--- src/rtl/sa_dma_sequencer.sv ---
// sa_dma_sequencer: run-time programmable block sequencer between the
// systolic-array core and the dma_read / dma_write engines.
//   clk, rst            : clock, synchronous active-high reset
//   i_start, i_abort    : run control; config i_* sampled with i_start
//   i_rd_base/i_rd_blks : per-read-channel base address / block count
//   i_wr_base/i_wr_blks : write base address / block count
//   i_num_trans         : beats per burst
//   i_req_rd/i_req_wr   : core batch requests (sampled in HOLD)
//   o_ctrl_read/write   : one-cycle DMA start pulses with address
//   i_read/write_done   : DMA completion
//   o_core_rd/wr_done   : one-cycle batch-complete pulses to the core
//   o_busy/o_done/o_error/o_err_code : run status
module sa_dma_sequencer #(
  parameter int unsigned AXI_WIDTH_AD   = 32,
  parameter int unsigned BIT_TRANS      = 8,
  parameter int unsigned NUM_RD_CH      = 2,
  parameter int unsigned BLK_W          = 16,
  parameter int unsigned BYTES_PER_BEAT = 4,
  parameter int unsigned TIMEOUT_CYC    = 4096,
  localparam int unsigned CH_W = (NUM_RD_CH > 1) ? $clog2(NUM_RD_CH) : 1
) (
  input  logic                              clk,
  input  logic                              rst,
  input  logic                              i_start,
  input  logic                              i_abort,
  input  logic [NUM_RD_CH*AXI_WIDTH_AD-1:0] i_rd_base,
  input  logic [AXI_WIDTH_AD-1:0]           i_wr_base,
  input  logic [BIT_TRANS-1:0]              i_num_trans,
  input  logic [NUM_RD_CH*BLK_W-1:0]        i_rd_blks,
  input  logic [BLK_W-1:0]                  i_wr_blks,
  input  logic                              i_req_rd,
  input  logic                              i_req_wr,
  output logic                              o_core_rd_done,
  output logic                              o_core_wr_done,
  output logic                              o_ctrl_read,
  output logic [AXI_WIDTH_AD-1:0]           o_read_addr,
  output logic [CH_W-1:0]                   o_rd_ch,
  input  logic                              i_read_done,
  output logic                              o_ctrl_write,
  output logic [AXI_WIDTH_AD-1:0]           o_write_addr,
  input  logic                              i_write_done,
  output logic [BIT_TRANS-1:0]              o_num_trans,
  output logic [BLK_W-1:0]                  o_blk_idx,
  output logic                              o_busy,
  output logic                              o_done,
  output logic                              o_error,
  output logic [1:0]                        o_err_code
);

  localparam int unsigned WD_W = (TIMEOUT_CYC > 1) ? $clog2(TIMEOUT_CYC + 1) : 1;
  localparam bit          WD_EN = (TIMEOUT_CYC != 0);
  localparam logic [WD_W-1:0] WD_LAST = WD_W'((TIMEOUT_CYC > 0) ? TIMEOUT_CYC - 1 : 0);

  localparam logic [1:0] ERR_NONE    = 2'd0;
  localparam logic [1:0] ERR_CFG     = 2'd1;
  localparam logic [1:0] ERR_TIMEOUT = 2'd2;
  localparam logic [1:0] ERR_ABORT   = 2'd3;

  typedef enum logic [3:0] {
    ST_IDLE, ST_CHECK, ST_HOLD, ST_RD_ISSUE, ST_RD_WAIT,
    ST_WR_ISSUE, ST_WR_WAIT, ST_DONE, ST_ERR
  } state_t;

  state_t state_q, state_d;

  // latched run configuration
  logic [BIT_TRANS-1:0]    num_trans_q;
  logic [AXI_WIDTH_AD-1:0] rd_base_q [NUM_RD_CH];
  logic [BLK_W-1:0]        rd_blks_q [NUM_RD_CH];
  logic [AXI_WIDTH_AD-1:0] wr_base_q;
  logic [BLK_W-1:0]        wr_blks_q;

  // registered datapath / outputs
  logic [CH_W-1:0]         rd_ch_q, rd_ch_d;
  logic [BLK_W-1:0]        blk_idx_q, blk_idx_d;
  logic [AXI_WIDTH_AD-1:0] rd_addr_q, rd_addr_d;
  logic [AXI_WIDTH_AD-1:0] wr_addr_q, wr_addr_d;
  logic [WD_W-1:0]         wd_q, wd_d;
  logic ctrl_read_q, ctrl_read_d, ctrl_write_q, ctrl_write_d;
  logic core_rd_done_q, core_rd_done_d, core_wr_done_q, core_wr_done_d;
  logic busy_q, busy_d, done_q, done_d, error_q, error_d;
  logic [1:0] err_code_q, err_code_d;

  logic                    start_accept;
  logic [AXI_WIDTH_AD-1:0] stride;
  logic                    first_ok, next_ok;
  logic [CH_W-1:0]         first_ch, next_ch;

  assign stride = AXI_WIDTH_AD'(num_trans_q) * AXI_WIDTH_AD'(BYTES_PER_BEAT);

  // lowest nonzero channel overall, and lowest nonzero channel above the current one
  always_comb begin
    first_ok = 1'b0;
    first_ch = '0;
    next_ok  = 1'b0;
    next_ch  = '0;
    for (int c = int'(NUM_RD_CH) - 1; c >= 0; c--) begin
      if (rd_blks_q[c] != '0) begin
        first_ok = 1'b1;
        first_ch = CH_W'(c);
        if (c > int'(rd_ch_q)) begin
          next_ok = 1'b1;
          next_ch = CH_W'(c);
        end
      end
    end
  end

  // next-state and registered-output values
  always_comb begin
    state_d        = state_q;
    rd_ch_d        = rd_ch_q;
    blk_idx_d      = blk_idx_q;
    rd_addr_d      = rd_addr_q;
    wr_addr_d      = wr_addr_q;
    wd_d           = wd_q;
    ctrl_read_d    = 1'b0;
    ctrl_write_d   = 1'b0;
    core_rd_done_d = 1'b0;
    core_wr_done_d = 1'b0;
    busy_d         = busy_q;
    done_d         = done_q;
    error_d        = error_q;
    err_code_d     = err_code_q;
    start_accept   = 1'b0;

    if (i_abort && !(state_q inside {ST_IDLE, ST_DONE, ST_ERR})) begin
      state_d    = ST_ERR;
      busy_d     = 1'b0;
      error_d    = 1'b1;
      err_code_d = ERR_ABORT;
    end else begin
      unique case (state_q)
        ST_IDLE, ST_DONE, ST_ERR: begin
          if (i_start) begin
            start_accept = 1'b1;
            state_d      = ST_CHECK;
            busy_d       = 1'b1;
            done_d       = 1'b0;
            error_d      = 1'b0;
            err_code_d   = ERR_NONE;
          end
        end
        ST_CHECK: begin
          if (num_trans_q == '0 || wr_blks_q == '0 || !first_ok) begin
            state_d    = ST_ERR;
            busy_d     = 1'b0;
            error_d    = 1'b1;
            err_code_d = ERR_CFG;
          end else begin
            state_d = ST_HOLD;
          end
        end
        ST_HOLD: begin
          // read wins when both requests are present
          if (i_req_rd) begin
            state_d     = ST_RD_ISSUE;
            ctrl_read_d = 1'b1;
            rd_ch_d     = first_ch;
            blk_idx_d   = '0;
            rd_addr_d   = rd_base_q[first_ch];
          end else if (i_req_wr) begin
            state_d      = ST_WR_ISSUE;
            ctrl_write_d = 1'b1;
            blk_idx_d    = '0;
            wr_addr_d    = wr_base_q;
          end
        end
        ST_RD_ISSUE: begin
          state_d = ST_RD_WAIT;
          wd_d    = WD_W'(1);
        end
        ST_RD_WAIT: begin
          if (i_read_done) begin
            if (blk_idx_q != rd_blks_q[rd_ch_q] - BLK_W'(1)) begin
              state_d     = ST_RD_ISSUE;
              ctrl_read_d = 1'b1;
              blk_idx_d   = blk_idx_q + BLK_W'(1);
              rd_addr_d   = rd_addr_q + stride;
            end else if (next_ok) begin
              state_d     = ST_RD_ISSUE;
              ctrl_read_d = 1'b1;
              rd_ch_d     = next_ch;
              blk_idx_d   = '0;
              rd_addr_d   = rd_base_q[next_ch];
            end else begin
              state_d        = ST_HOLD;
              core_rd_done_d = 1'b1;
            end
          end else if (WD_EN && wd_q >= WD_LAST) begin
            state_d    = ST_ERR;
            busy_d     = 1'b0;
            error_d    = 1'b1;
            err_code_d = ERR_TIMEOUT;
          end else if (WD_EN) begin
            wd_d = wd_q + WD_W'(1);
          end
        end
        ST_WR_ISSUE: begin
          state_d = ST_WR_WAIT;
          wd_d    = WD_W'(1);
        end
        ST_WR_WAIT: begin
          if (i_write_done) begin
            if (blk_idx_q != wr_blks_q - BLK_W'(1)) begin
              state_d      = ST_WR_ISSUE;
              ctrl_write_d = 1'b1;
              blk_idx_d    = blk_idx_q + BLK_W'(1);
              wr_addr_d    = wr_addr_q + stride;
            end else begin
              state_d        = ST_DONE;
              core_wr_done_d = 1'b1;
              busy_d         = 1'b0;
              done_d         = 1'b1;
            end
          end else if (WD_EN && wd_q >= WD_LAST) begin
            state_d    = ST_ERR;
            busy_d     = 1'b0;
            error_d    = 1'b1;
            err_code_d = ERR_TIMEOUT;
          end else if (WD_EN) begin
            wd_d = wd_q + WD_W'(1);
          end
        end
        default: state_d = ST_IDLE;
      endcase
    end
  end

  // state, output and config registers
  always_ff @(posedge clk) begin
    if (rst) begin
      state_q        <= ST_IDLE;
      rd_ch_q        <= '0;
      blk_idx_q      <= '0;
      rd_addr_q      <= '0;
      wr_addr_q      <= '0;
      wd_q           <= '0;
      ctrl_read_q    <= 1'b0;
      ctrl_write_q   <= 1'b0;
      core_rd_done_q <= 1'b0;
      core_wr_done_q <= 1'b0;
      busy_q         <= 1'b0;
      done_q         <= 1'b0;
      error_q        <= 1'b0;
      err_code_q     <= ERR_NONE;
      num_trans_q    <= '0;
      wr_base_q      <= '0;
      wr_blks_q      <= '0;
      for (int c = 0; c < int'(NUM_RD_CH); c++) begin
        rd_base_q[c] <= '0;
        rd_blks_q[c] <= '0;
      end
    end else begin
      state_q        <= state_d;
      rd_ch_q        <= rd_ch_d;
      blk_idx_q      <= blk_idx_d;
      rd_addr_q      <= rd_addr_d;
      wr_addr_q      <= wr_addr_d;
      wd_q           <= wd_d;
      ctrl_read_q    <= ctrl_read_d;
      ctrl_write_q   <= ctrl_write_d;
      core_rd_done_q <= core_rd_done_d;
      core_wr_done_q <= core_wr_done_d;
      busy_q         <= busy_d;
      done_q         <= done_d;
      error_q        <= error_d;
      err_code_q     <= err_code_d;
      if (start_accept) begin
        num_trans_q <= i_num_trans;
        wr_base_q   <= i_wr_base;
        wr_blks_q   <= i_wr_blks;
        for (int c = 0; c < int'(NUM_RD_CH); c++) begin
          rd_base_q[c] <= i_rd_base[c*AXI_WIDTH_AD +: AXI_WIDTH_AD];
          rd_blks_q[c] <= i_rd_blks[c*BLK_W +: BLK_W];
        end
      end
    end
  end

  assign o_core_rd_done = core_rd_done_q;
  assign o_core_wr_done = core_wr_done_q;
  assign o_ctrl_read    = ctrl_read_q;
  assign o_read_addr    = rd_addr_q;
  assign o_rd_ch        = rd_ch_q;
  assign o_ctrl_write   = ctrl_write_q;
  assign o_write_addr   = wr_addr_q;
  assign o_num_trans    = num_trans_q;
  assign o_blk_idx      = blk_idx_q;
  assign o_busy         = busy_q;
  assign o_done         = done_q;
  assign o_error        = error_q;
  assign o_err_code     = err_code_q;

endmodule

--- config.mk ---
export PLATFORM = sky130hd
export DESIGN_NAME = sa_dma_sequencer
export DESIGN_NICKNAME = d
export VERILOG_FILES = /design/src/rtl/sa_dma_sequencer.sv
export SDC_FILE = /design/constraint.sdc
export NUM_CORES = 1
export LEC_CHECK = 0
export CAP_MARGIN = 20
export CORE_ASPECT_RATIO = 0.9
export CORE_UTILIZATION = 25
export DETAILED_ROUTE_END_ITERATION = 12
export PLACE_DENSITY = 0.42
export SYNTH_ARGS = -nofsm -noshare
export SYNTH_HDL_FRONTEND = slang
export SYNTH_SLANG_ARGS = --single-unit
--- constraint.sdc ---
create_clock -name clk -period 8.33 [get_ports clk]
set_clock_uncertainty 0.1 [all_clocks]
set_input_delay 2.499 -clock clk [delete_from_list [all_inputs] [get_ports clk]]
set_output_delay 2.499 -clock clk [all_outputs]
set_load 0.005 [all_outputs]
# Word level (Yosys, flattened, before mapping)
# Memory sizes are Yosys's and may differ from the RTL's. A register that Yosys moved wholly into a read port is not among the register bits.
# Cells that the tools add are included.
[classes]
add_sub_neg = 6
order_cmp = 2
eq_ne = 31
n_mux = 94
bitwise = 9
n_reduce_logical = 33
[ops]
columns = ["operator", "n"]
rows = [
  ["$mux 32", 10],
  ["$mux 16", 9],
  ["$pmux 32 s2", 2],
  ["$add 32x10->32", 2],
  ["$pmux 16 s3", 1],
  ["$mux 1", 45],
  ["$mux 13", 3],
  ["$pmux 13 s3", 1],
  ["$mux 4", 8],
  ["$ne 16x16->1", 2],
  ["$reduce_bool 16->1", 2],
  ["$sub 16x1->16 const B", 2],
  ["$pmux 4 s7", 1],
  ["$ne 2x2->1 const B", 13],
  ["$ne 3x3->1 const B", 7],
  ["$reduce_and 5->1", 4],
  ["$add 16x1->16 const B", 1],
  ["$eq 4x3->1 const B", 4],
  ["$logic_not 16->1", 1],
  ["$mux 2", 7],
  ["$add 13x1->13 const B", 1],
  ["$ge 13x12->1 const B", 1],
  ["$reduce_and 6->1", 2],
  ["$reduce_bool 3->1", 3],
  ["25 further kinds", 43],
]
[totals]
register_bits = 163
mem_bits_rw = 96
input_bits = 160
output_inout_bits = 98
elab_cells = 195
memories = 2
[mem_list]
columns = ["name", "words", "width", "read_ports", "rd_ports_with_merged_regs", "wr", "line_no", "source"]
rows = [
  ["rd_base_q", 2, 32, 2, 0, 2, "68", "logic [AXI_WIDTH_AD-1:0] rd_base_q [NUM_RD_CH];"],
  ["rd_blks_q", 2, 16, 3, 1, 2, "69", "logic [BLK_W-1:0] rd_blks_q [NUM_RD_CH];"],
]

# Longest topological paths before layout
# Gate-level depths: netlist of the first run.
[logic_depth]
ltp_word = 9
depth_mapped = 16
ltp_nobuf = 13

# Least setup slack after synthesis of the first run
# No wires, ideal clock.
[synth_path]
kind = "in2reg"
start = "in i_start"
end = "mem rd_base_q[0][0] (enable)"
setup_time_ns = 0.904
t_arrival_ns = 4.627
t_required_ns = 7.326
path_slack_ns = 2.699
path_stages = 4
n_path_buf = 2
cell_sequence = "nand2b_1 clkbuf_1 clkbuf_1 nand2_1"
[synth_lines]
columns = ["element", "line_no", "source"]
rows = [
  ["start: declaration", "24", "input logic i_start,"],
  ["end: declaration", "68", ""],
]

==> flow_summary.yaml, run 1 <==
grt:
  track_usage_pct: 17.53
  grt_max_degree: 114
  antenna_found_initial: 0
  grt_overflow: 0
  grt_pass1_wl_um: 78100
  grt_pass1_vias: 12580
cts:
  numCtsBuffers: 34
  cts_tree: "done"
  cts-root-buf: "clkbuf_16"
  cts_sinks: 260
  cts_max_level: 2
  clk_pin_slew_worst_paths_ns: 0.06
  cts_resized: 0
  hold_buffers: 0
  clockBufferDepth: 3
  postCtsSetupBuffers: 0
  worstSkewPairLatency_ns: 0.54
worst_setup_path:
  path_buf_inv: 3
  worstPathCellList: "buf_4, mux2i_1, ha_1, nor4b_1, nor2_1, nor3b_1, nor3_1, or4_1, nor4_4, nor2_2, buf_4, nand2_1, inv_2, a32o_1"
  crit_fanout: 41
  path_class: "flop to flop"
  cp-start-kind: "flop"
  crit_family: "simple AND/OR/NAND/NOR gates"
  required_ns: 8.64
  slowest_delay_ns: 0.83
  cp-end-kind: "flop"
  cp_slowest_cell: "nor4_4"
  cp_common_cell: "buf_4"
  r2r_slack_ns: 2.95
  cp.arrival_ns: 5.69
sta:
  setup_viol_count_final: 0
  worst_slew_pin_slew_ns: 1.062
  rsz0062_at_grt: "no"
  slew_headroom_pct: 29.22
  layout_setup_ws_ns: 2.953
  fmax_mhz: 186.0
  fin_crit_sh_pct: 64.55
  hold_violations: 0
  slew_violations: 0
  min_period_ns: 5.377
  finalSetupTns_ns: 0
power_and_ir_drop:
  p_per_area_mw_per_mm2: 256.2
  leakage_nw: 6.641
  power_frac_clock_pct: 31.3
  peakVddDrop_mv: 0.1184
  switching_share_pct: 34.67
  p_int_mw: 3.104
  p_total_mw: 4.751
  switching_power_mw: 1.647
  seqPwrFrac_pct: 38.3
  comb_power_share_pct: 30.4
synthesis:
  syn-instance-count: 1624
  yosysWarnings: 0
  syn-cell-area_sq_mm: 0.01416
  synth-seq-cells: 260
  syn_avg_cell_area_sq_um: 8.721
  synthArstFlopShare_pct: 0
  ys_types: 85
  synth-edff-count: 96
  ys_seq_area_share_pct: 43.54
  ys.flop_type: "dfxtp_1"
  synth_nets: 1806
drt:
  vias_per_cell: 5.010
  wl_um: 51590
  vias: 13070
  routedWlPerCell_um: 19.78
  drt_iter0_markers: 657
  first_pass_iters: 4
  antenna_left: 0
  remaining_drc_errors: 0
cells_and_area:
  fillCellCount: 5873
  regArea_sq_mm: 0.006166
  layout-drive-gt1-share_pct: 6.425
  multi_input_area_sq_mm: 0.007446
  num_antenna_cells: 0
  nNetsFinal: 2009
  final_area_sq_mm: 0.01854
  area_growth_syn_to_layout_pct: 30.92
  fin_util_pct: 33.22
run_status:
  status: "completed"
die:
  die_h_um: 227.8
  core_area_sq_mm: 0.05581
  die-area_sq_mm: 0.05761
  die_w_um: 252.9
  initial_utilization_pct: 25.37
  row_count: 82
  ios: 258
flow_run:
  max-cap-violations: 0
hold_path:
  hold_class: "flop to flop"
place:
  gp_congestion: 0.8364
  dp_slack_ns: 2.887
  place_area_sq_mm: 0.01742
  dp_hpwl_um: 37040
  numPortBuffers: 257
==> per-layer routing <==
metal  up-vias  share of wire (%)  global-route usage, %
met2       326                 45                  28.04
met3        49                5.8                  3.423
li1       6428                  -                      -
met4         0                1.6                  4.091
met1      6262                 47                  24.14
met5         -                  0                      0
==> cell usage after synthesis (all sizes together), types with 12 or more instances <==
master / instances / area share, %
and2: 12 / 0.55
inv: 35 / 0.93
nor3: 36 / 1.3
o22ai: 14 / 0.62
o211ai: 16 / 0.85
o31ai: 14 / 0.74
a21oi: 163 / 5.8
nand3: 42 / 1.5
ha: 20 / 1.8
o21ai: 59 / 2.2
buf: 14 / 0.57
xor2: 23 / 1.4
a211oi: 30 / 1.6
and3: 114 / 5.0
xnor2: 43 / 2.7
nand2b: 13 / 0.57
edfxtp: 96 / 20
nor4: 27 / 1.4
nor2: 105 / 2.8
or3: 18 / 0.81
nand4: 20 / 0.88
dfxtp: 164 / 23
clkbuf: 98 / 2.6
or4: 19 / 1.1
nand2: 223 / 5.9
mux2i: 41 / 2.9
==> registers in the layout, summed over array words and instances (netlist names), named ones only <==
register / count
o_done: 1
o_ctrl_read: 1
o_rd_ch: 1
o_core_rd_done: 1
rd_base_q: 64
wd_q: 13
wr_base_q: 32
o_read_addr: 32
o_num_trans: 8
o_busy: 1
o_err_code: 2
o_ctrl_write: 1
o_error: 1
rd_blks_q: 32
wr_blks_q: 16
o_core_wr_done: 1
o_write_addr: 32
o_blk_idx: 16
state_q: 4
==> area by class of cell <==
| cell class | count | share of cell area, % |
|---|---|---|
| multi-input cells | 1217 | 40.16 |
| repair buffers | 279 | 14.75 |
| inverters | 35 | 0.7086 |
| flip-flops and latches | 260 | 33.25 |
| well taps | 756 | 5.102 |
| clock inverters | 10 | 0.7423 |
| clock buffers | 51 | 5.284 |
==> cell families after synthesis <==
family                   Yosys count  synth area share (%)
XOR/XNOR                          66                 4.082
adder cells (fa/ha/maj)           22                 2.050
multiplexers                      44                 3.136
AO/OA/AOI/OAI                    407                 18.52
flip-flops                       260                 43.54
buffers and inverters            147                 4.090
AND/OR/NAND/NOR                  678                 24.59
==> layout by cell type, fill, tap and decap left out, types with 9 or more instances in the layout <==
master             n
edfxtp_1          96
nand2_1          221
nand4_1           20
nor2b_1            9
clkbuf_16         35
nor3_1            36
dfxtp_1          164
o211ai_1          16
nor2_1           103
or3_1             16
clkdlybuf4s50_1  256
nand3_1           42
inv_1             33
xor2_1            23
or4_1             17
and3_1           113
buf_4             23
and2_1            11
o221ai_1           9
o22ai_1           14
o31ai_1           14
nand2b_1          12
xnor2_1           43
a311oi_1          10
a21o_1            10
nor4_1            24
ha_1              20
a211oi_1          29
mux2i_1           41
clkbuf_1          11
o21ai_0           55
a21oi_1          163
==> path summary, 6_finish.rpt <==
path,start,end,cells past startpoint
max,flop,o_read_addr[23],14
min reg2reg,wr_base_q[31],wr_base_q[31],2
min,wr_base_q[31],wr_base_q[31],2
max reg2reg,flop,o_read_addr[23],14
==> power by group through the flow <==
| stage | logic [mW] | registers (mW) | clock network, mW |
|---|---|---|---|
| floorplan | 0.977 | 1.75 | 0 |
| global placement | 1.45 | 1.84 | 0 |
| detailed placement | 1.46 | 1.84 | 0 |
| CTS | 1.47 | 1.82 | 1.53 |
| global route | 1.61 | 1.85 | 1.58 |
| finish | 1.45 | 1.82 | 1.49 |
==> stage by stage <==
stage,hold WS (ns),std cells
global placement,0.3419,2547
detailed placement,0.3475,2547
finish,0.3535,2608
global route,0.3683,2608
CTS,0.3580,2608
floorplan,0.3332,1624
==> tightest hold or removal path, cell delays in order, from the launching register on <==
cell	delay, ns
dfxtp_1	0.30
nand2_1	0.05
a21oi_1	0.05
Note: power is estimated with default switching activity, not from simulation.
==> run 2, diff against run 1 <==
--- a/config.mk
+++ b/config.mk
@@ -9,7 +9,7 @@
 export CORE_ASPECT_RATIO = 0.9
 export CORE_UTILIZATION = 25
 export DETAILED_ROUTE_END_ITERATION = 12
-export PLACE_DENSITY = 0.42
+export PLACE_DENSITY = 0.44
 export SYNTH_ARGS = -nofsm -noshare
 export SYNTH_HDL_FRONTEND = slang
 export SYNTH_SLANG_ARGS = --single-unit
==> constraint.sdc (replaced) <==
create_clock -name clk -period 4.4 [get_ports clk]
set_clock_uncertainty 0.1 [all_clocks]
set_input_delay 1.32 -clock clk [delete_from_list [all_inputs] [get_ports clk]]
set_output_delay 1.32 -clock clk [all_outputs]
set_load 0.005 [all_outputs]
==> run 2 against run 1 <==
First-iteration DRC count rose by 4.6%. Sequential power rose by 89%. Cell count increased by 1.0%. Worst hold slack got worse by 0.0016 ns.
==> flow_summary.yaml, run 2 (synthesis results as in run 1) <==
worst_setup_path:
  slowest_delay_ns: 0.57
  path_buf_inv: 1
  path_class: "flop to flop"
  cp_slowest_cell: "or4_4"
  cp-end-kind: "flop"
  crit_family: "simple AND/OR/NAND/NOR gates"
  cp.arrival_ns: 4.44
  worstPathCellList: "buf_4, nor4b_1, a22oi_1, nand2b_1, o31a_1, or3_2, or4_4, nand2_1, o21ai_0, a221oi_1"
  cp-start-kind: "flop"
  crit_fanout: 20
  required_ns: 4.75
drt:
  first_pass_iters: 5
  drt_iter0_markers: 687
  routedWlPerCell_um: 19.64
  wl_um: 51740
  antenna_left: 0
  vias_per_cell: 4.983
  remaining_drc_errors: 0
  vias: 13130
die:
  ios: 258
  die_w_um: 252.9
  die-area_sq_mm: 0.05761
  initial_utilization_pct: 25.37
  die_h_um: 227.8
  core_area_sq_mm: 0.05581
  row_count: 82
cells_and_area:
  area_growth_syn_to_layout_pct: 32.73
  num_antenna_cells: 0
  layout_commonest_cell: "clkdlybuf4s50_1"
  nNetsFinal: 2038
  largest_reg_flops: 64
  largest-register: "rd_base_q"
  mostFrequentLayoutCells: "256 x clkdlybuf4s50_1, 221 x nand2_1, 164 x dfxtp_1"
  layout-drive-gt1-share_pct: 8.356
sta:
  slew_headroom_pct: 40.15
  rsz0062_at_grt: "no"
  worst_slew_pin_slew_ns: 0.8896
  finalSetupTns_ns: 0
  slew_violations: 0
  layout_setup_ws_ns: 0.3125
  hold_violations: 0
  fin_crit_sh_pct: 92.90
  setup_viol_count_final: 0
  fmax_mhz: 244.6
  min_period_ns: 4.087
place:
  dp_slack_ns: 0.2224
  gp_congestion: 0.8538
  dp_hpwl_um: 37930
  numPortBuffers: 257
grt:
  track_usage_pct: 17.81
  grt_pass1_vias: 12740
  grt_pass1_wl_um: 79310
  grt_overflow: 0
  grt_max_degree: 97
  antenna_found_initial: 2
hold_path:
  hold_class: "flop to flop"
cts:
  cts_tree: "done"
  numCtsBuffers: 34
  worstSkewPairLatency_ns: 0.55
  cts_sinks: 260
  clockBufferDepth: 3
  hold_buffers: 0
  cts_max_level: 2
  cts-root-buf: "clkbuf_16"
  cts_resized: 0
  clk_pin_slew_worst_paths_ns: 0.06
  postCtsSetupBuffers: 0
flow_run:
  max-cap-violations: 0
power_and_ir_drop:
  p_per_area_mw_per_mm2: 485.5
  peakVddDrop_mv: 0.2412
  p_total_mw: 9.126
  leakage_nw: 6.813
run_status:
  status: "completed"
==> run 2: cell types whose count changed in the layout (fill, tap and decap cells not counted), moves of 2 or more <==
cell,delta
buf_4,+27
clkbuf_1,-8
clkbuf_8,+2
clkinv_2,+5
clkinv_4,-2
==> run 2: metrics by stage <==
| stage | cells | utilization (%) | area [sq um] | hold slack, ns |
|---|---|---|---|---|
| after floorplan | 1624 | - | 14170 | 0.3332 |
| after detailed placement | 2576 | 31.64 | 17660 | 0.3465 |
| final | 2635 | 33.68 | 18800 | 0.3519 |
| after CTS | 2635 | 33.66 | 18790 | 0.3541 |
| after global placement | 2576 | 31.64 | 17660 | 0.3450 |
| after global routing | 2635 | 33.68 | 18800 | 0.3678 |
==> run 2: worst paths after layout <==
path	start	endpoint	slack (ns)	depth (start not counted)
hold reg to reg	wr_base_q[26]	wr_base_q[26]	0.35	2
setup reg to reg	flop	o_read_addr[28]	0.31	10
hold / removal	wr_base_q[26]	wr_base_q[26]	0.35	2
setup / recovery	flop	o_read_addr[28]	0.31	10
==> run 2: worst register-to-register path, cell delays in order (launching register included) <==
cell and delay [ns]:
dfxtp_1 0.38, buf_4 0.29, nor4b_1 0.52, a22oi_1 0.27, nand2b_1 0.27, o31a_1 0.29
or3_2 0.55, or4_4 0.57, nand2_1 0.32, o21ai_0 0.15, a221oi_1 0.29
==> run 2: layer usage <==
layer | wire (um) | track usage, %
met3 | 3025 | 3.674
met5 | 26 | 0
met2 | 23030 | 27.48
met1 | 24610 | 24.97
met4 | 1048 | 4.924
==> run 2: final cells by class <==
type,instances,area (sq um)
fillers,5852,37020
multi-input cells,1217,7460
flip-flops and latches,260,6166
repair buffers,308,2969
clock buffers,45,994.7
well taps,756,945.9
clock inverters,14,131.4
inverters,35,131.4
==> run 2: power by group <==
part           switching (mW)  total, mW  leakage (nW)  internal, mW
Sequential              0.428       3.44          2.37          3.01
Combinational            1.63       2.83          3.89          1.20
Clock                    1.14       2.85         0.557          1.71
==> run 3, diff against run 2 <==
--- a/config.mk
+++ b/config.mk
@@ -5,6 +5,7 @@
 export SDC_FILE = /design/constraint.sdc
 export NUM_CORES = 1
 export LEC_CHECK = 0
+export ABC_CLOCK_PERIOD_IN_PS = 4400
 export CAP_MARGIN = 20
 export CORE_ASPECT_RATIO = 0.9
 export CORE_UTILIZATION = 25
==> results of run 3 <==
Final layout, timing and power as in run 2 (identical DEF).
